--- config.mk ---
export PLATFORM = sky130hd
export DESIGN_NAME = fetch_queue
export DESIGN_NICKNAME = d
export VERILOG_FILES = /design/src/rtl/fetch_queue.sv
export SDC_FILE = /design/constraint.sdc
export NUM_CORES = 1
export LEC_CHECK = 0
export CORE_UTILIZATION = 40
export CTS_BUF_LIST = sky130_fd_sc_hd__clkbuf_2 sky130_fd_sc_hd__clkbuf_4 sky130_fd_sc_hd__clkbuf_8
export DETAILED_ROUTE_END_ITERATION = 7
export SLEW_MARGIN = 10
export SYNTH_ARGS = -nofsm -noshare
export SYNTH_HDL_FRONTEND = slang
export SYNTH_SLANG_ARGS = --single-unit
--- constraint.sdc ---
create_clock -name clk -period 3.15 [get_ports clk]
set_input_delay 0.315 -clock clk [delete_from_list [all_inputs] [get_ports clk]]
set_output_delay 0.315 -clock clk [all_outputs]
set_load 0.02 [all_outputs]
--- src/rtl/fetch_queue.sv ---
// fetch_queue: parametrised {pc, inst} FIFO between IFU and IDU with a
// valid/ready handshake on both sides, a front-end flush, and an
// illegal-encoding flag for non-32-bit instructions at the head.
// Optional feature macro: FETCHQ_BYPASS_EN (empty-queue passthrough).
module fetch_queue #(
  parameter  int unsigned XLEN  = 32,
  parameter  int unsigned DEPTH = 4,
  localparam int unsigned CNT_W = $clog2(DEPTH + 1)
) (
  input  logic             clk,
  input  logic             rst,
  input  logic             flush_i,
  input  logic             in_valid_i,
  output logic             in_ready_o,
  input  logic [XLEN-1:0]  in_pc_i,
  input  logic [XLEN-1:0]  in_inst_i,
  output logic             out_valid_o,
  input  logic             out_ready_i,
  output logic [XLEN-1:0]  out_pc_o,
  output logic [XLEN-1:0]  out_inst_o,
  output logic             out_illegal_o,
  output logic [CNT_W-1:0] count_o
);

  localparam int unsigned PTR_W = $clog2(DEPTH);

  typedef struct packed {
    logic [XLEN-1:0] pc;
    logic [XLEN-1:0] inst;
  } entry_t;

  entry_t           r_mem [DEPTH];
  logic [PTR_W-1:0] r_wr_ptr;
  logic [PTR_W-1:0] r_rd_ptr;
  logic [CNT_W-1:0] r_count;

  logic   w_empty;
  logic   w_full;
  logic   w_push;
  logic   w_pop;
  logic   w_wr_en;
  logic   w_rd_en;
  entry_t w_in;
  entry_t w_head;

  assign w_empty    = (r_count == '0);
  assign w_full     = (r_count == CNT_W'(DEPTH));
  assign w_in       = '{pc: in_pc_i, inst: in_inst_i};

  // A full queue refuses input even if the head leaves this same cycle.
  assign in_ready_o = !w_full;
  assign w_push     = in_valid_i && !w_full;
  assign w_pop      = out_valid_o && out_ready_i;

`ifdef FETCHQ_BYPASS_EN
  // Empty queue forwards the incoming entry; a same-cycle accept skips storage.
  logic w_bypass;
  assign w_bypass    = w_empty && in_valid_i && !flush_i;
  assign out_valid_o = !w_empty || w_bypass;
  assign w_head      = w_empty ? w_in : r_mem[r_rd_ptr];
  assign w_wr_en     = w_push && !(w_empty && out_ready_i);
  assign w_rd_en     = w_pop && !w_empty;
`else
  // Registered-only path: new entries reach the head one edge after write.
  assign out_valid_o = !w_empty;
  assign w_head      = r_mem[r_rd_ptr];
  assign w_wr_en     = w_push;
  assign w_rd_en     = w_pop;
`endif

  assign out_pc_o      = out_valid_o ? w_head.pc   : '0;
  assign out_inst_o    = out_valid_o ? w_head.inst : '0;
  assign out_illegal_o = out_valid_o && (w_head.inst[1:0] != 2'b11);
  assign count_o       = r_count;

  // Entry storage; not reset, validity is tracked by the count alone.
  always_ff @(posedge clk) begin
    if (w_wr_en && !flush_i) begin
      r_mem[r_wr_ptr] <= w_in;
    end
  end

  // Pointer and occupancy tracking; reset and flush both empty the queue.
  always_ff @(posedge clk) begin
    if (rst || flush_i) begin
      r_wr_ptr <= '0;
      r_rd_ptr <= '0;
      r_count  <= '0;
    end else begin
      if (w_wr_en) begin
        r_wr_ptr <= r_wr_ptr + PTR_W'(1);
      end
      if (w_rd_en) begin
        r_rd_ptr <= r_rd_ptr + PTR_W'(1);
      end
      if (w_wr_en && !w_rd_en) begin
        r_count <= r_count + CNT_W'(1);
      end else if (!w_wr_en && w_rd_en) begin
        r_count <= r_count - CNT_W'(1);
      end
    end
  end

endmodule

==> impl_metrics.py <==
metrics = {
    "sta": {
        "setup_viol": 0,
        "fin_skew_ps": 17.7,
        "tns_ps": 0,
        "rsz0062_at_grt": "false",
        "drv_slew": 0,
        "relSlewSlack": 0.591,
        "min_period_ps": 2940,
        "tightest_slew_ps": 612,
        "post-route-period-util": 0.935,
        "hold_violations": 0,
        "fmax_ghz": 0.340,
    },
    "logic_synthesis": {
        "synthTopCellsByArea": "edfxtp_1 (75%), mux4_2 (13%), and2_1 (4.2%)",
        "yosys.area.top_type": "edfxtp_1",
        "synth.distinct_cells": 26,
        "synth_top_area_share": 0.753,
        "synth_fp_nets": 532,
        "synth_edf_count": 256,
        "netlist_area_um2": 10200,
        "ys_ff_latch": 265,
        "yosysSeqAreaShare": 0.770,
        "synth_cells": 457,
        "synth_flop_cell": "edfxtp_1",
        "yosysWarningCount": 0,
        "async_flop_share": 0,
        "avgSynthCellArea_um2": 22.3,
        "synth_common_cells": "edfxtp_1 (256), and2_1 (68), mux4_2 (60)",
        "synth_most_common_cell": "edfxtp_1",
    },
    "die": {
        "die_y_um": 162,
        "core_um2": 25100,
        "ios": 139,
        "rows": 58,
        "die-area_um2": 26200,
        "die_x_um": 162,
        "initial_utilization": 0.407,
    },
    "worst_hold_path": {
        "holdPathStages": 1,
        "hold_start": "in_pc_i[18]",
        "hp-class": "in2reg",
    },
    "power_and_ir_drop": {
        "pwr-share-clk": 0.370,
        "power.leakage_nw": 4.13,
        "power_density_nw_per_um2": 609,
        "switching_share": 0.231,
        "combinationalPowerShare": 0.126,
        "seqPwrFrac": 0.504,
        "peakVddDrop_mv": 0.372,
        "internal-power_mw": 6.06,
        "switching_power_mw": 1.82,
    },
    "setup_path": {
        "cp.arrival_ps": 2630,
        "end_kind": "primary output",
        "crit_path_start_kind": "register",
        "path_class": "reg2out",
        "r2r_start": "count_o[2]",
        "cp_max_fo": 23,
        "reg2regPathDepth": 8,
        "cp_data_required_time_ps": 2830,
    },
    "cts": {
        "clkSinkCount": 265,
        "postCtsSetupBuffers": 0,
        "cts_root_buf": "clkbuf_8",
        "clock_path_buffers": 3,
        "path_clk_slew_ps": 60,
        "htree_levels": 2,
        "cts_buffers": 43,
        "clk_latency_ps": 540,
        "hold_buffers": 0,
        "cts_tree": "done",
    },
    "drt": {
        "drt_iter0_drc": 164,
        "first_pass_iters": 4,
        "routedWlPerCell_um": 19.9,
        "vias": 4981,
        "route.detailed.drc": 0,
        "viasPerCell": 5.00,
        "drtAntennaViolNets": 0,
        "totalWireLength_mm": 19.9,
    },
    "final_layout": {
        "fin_nets": 710,
        "num-fill-cells": 2069,
        "drive_gt1_frac": 0.222,
        "antenna_cells": 0,
        "final_area_um2": 12900,
        "area_delta_synth_final_pct": 26.7,
        "register_area_um2": 7880,
        "multi_input_area_um2": 2140,
    },
    "placement": {
        "gp_routability_congestion": 0.694,
        "postPlaceCellArea_um2": 12100,
        "port_buffers": 138,
        "place_hpwl_mm": 11.9,
    },
    "global_routing": {
        "gr-total-overflow": 0,
        "antenna_found_initial": 1,
        "grt_pass1_vias": 5548,
        "grt_max_degree": 46,
        "grt_pass1_wl_mm": 31.0,
        "grt.total_usage": 0.158,
    },
    "run_status": {
        "status": "finished clean",
    },
    "flow_run": {
        "maxCapViolCount": 0,
    },
}
[final cells by class]
cell class                 count  share of cell area
clock buffer                  50              0.0498
clock inverter                27              0.0162
inverter                       5             0.00145
multi-input combinational    165               0.166
sequential                   265               0.609
tap                          330              0.0319
timing repair buffer         155               0.127
[layer usage]
layer / global-route usage / share of wire / routed length [µm] / vias up
met5: 0 / 0.00065 / 13 / -
li1: - / - / - / 2223
met3: 0.0396 / 0.056 / 1120 / 36
met2: 0.272 / 0.51 / 10200 / 132
met1: 0.194 / 0.41 / 8180 / 2588
met4: 0.0566 / 0.019 / 380 / 2
[metrics by stage]
stage / hold slack [ps] / util / power, mW / instances / setup WS, ps
2_1_floorplan: 414 / - / 4.55 / 457 / 251
3_3_place_gp: 494 / 0.481 / 5.03 / 920 / 643
3_5_place_dp: 515 / 0.481 / 5.05 / 920 / 623
4_1_cts: 367 / 0.515 / 7.99 / 997 / 50.7
5_1_grt: 384 / 0.515 / 8.20 / 997 / 63.2
6_report: 409 / 0.515 / 7.88 / 997 / 205
[flip-flops by register name, summed over array words and instances, names as in the netlist, named ones only]
register and cells:
count_o 3, r_wr_ptr 2, r_rd_ptr 2, r_mem 256
[worst paths after layout]
path	to	slack, ps
worst max-delay path	out_pc_o[31]	210
worst min-delay path	r_mem[1][50]	410
worst max register to register	count_o[2]	920
worst min register to register	r_rd_ptr[0]	530
[logic make-up after synthesis]
logic type / after synthesis / share of synthesized area
DFF: 265 / 0.770
and+or+nand+nor: 81 / 0.0479
muxes: 65 / 0.144
buffers and inverters: 27 / 0.0212
AOI/OAI and AO/OA: 9 / 0.00527
adders and majority gates: 6 / 0.00809
xor gates and xnor gates: 4 / 0.00343
[timing repair]
action / in CTS / in global routing
gates resized for setup: 0 / 2
setup endpoints to repair: 0 / 3
endpoints found under the hold margin: 0 / 0
[power groups by stage]
stage | registers (mW) | clock network (mW) | logic (mW)
2_1_floorplan | 4.04 | 0 | 0.505
6_report | 3.97 | 2.92 | 0.992
3_3_place_gp | 4.04 | 0 | 0.995
4_1_cts | 3.97 | 3.00 | 1.01
5_1_grt | 3.98 | 3.16 | 1.06
3_5_place_dp | 4.04 | 0 | 1.01
[critical path, cell delays in order, from the launching register on]
cell             delay, ps
dfxtp_4                520
buf_12                 270
mux4_1                 580
and2_1                 180
clkdlybuf4s50_1        530
[cells in the final DEF (no fill, tap or decap), types with 3 or more instances in the layout]
master | synthesis | layout
edfxtp_1 | 256 | 256
clkdlybuf4s50_1 | 0 | 138
and2_1 | 68 | 64
mux4_2 | 60 | 60
clkbuf_8 | 0 | 43
clkinv_1 | 0 | 14
buf_12 | 6 | 10
clkinv_2 | 0 | 7
clkbuf_4 | 0 | 7
dfxtp_1 | 9 | 7
nor2_1 | 6 | 6
buf_4 | 0 | 6
inv_1 | 5 | 5
ha_1 | 5 | 5
mux4_1 | 4 | 4
and2_4 | 0 | 4
xor2_1 | 4 | 4
o21ai_0 | 3 | 3
a21oi_1 | 3 | 3
bufinv_16 | 0 | 3
Power figures use the tool's default switching activity.
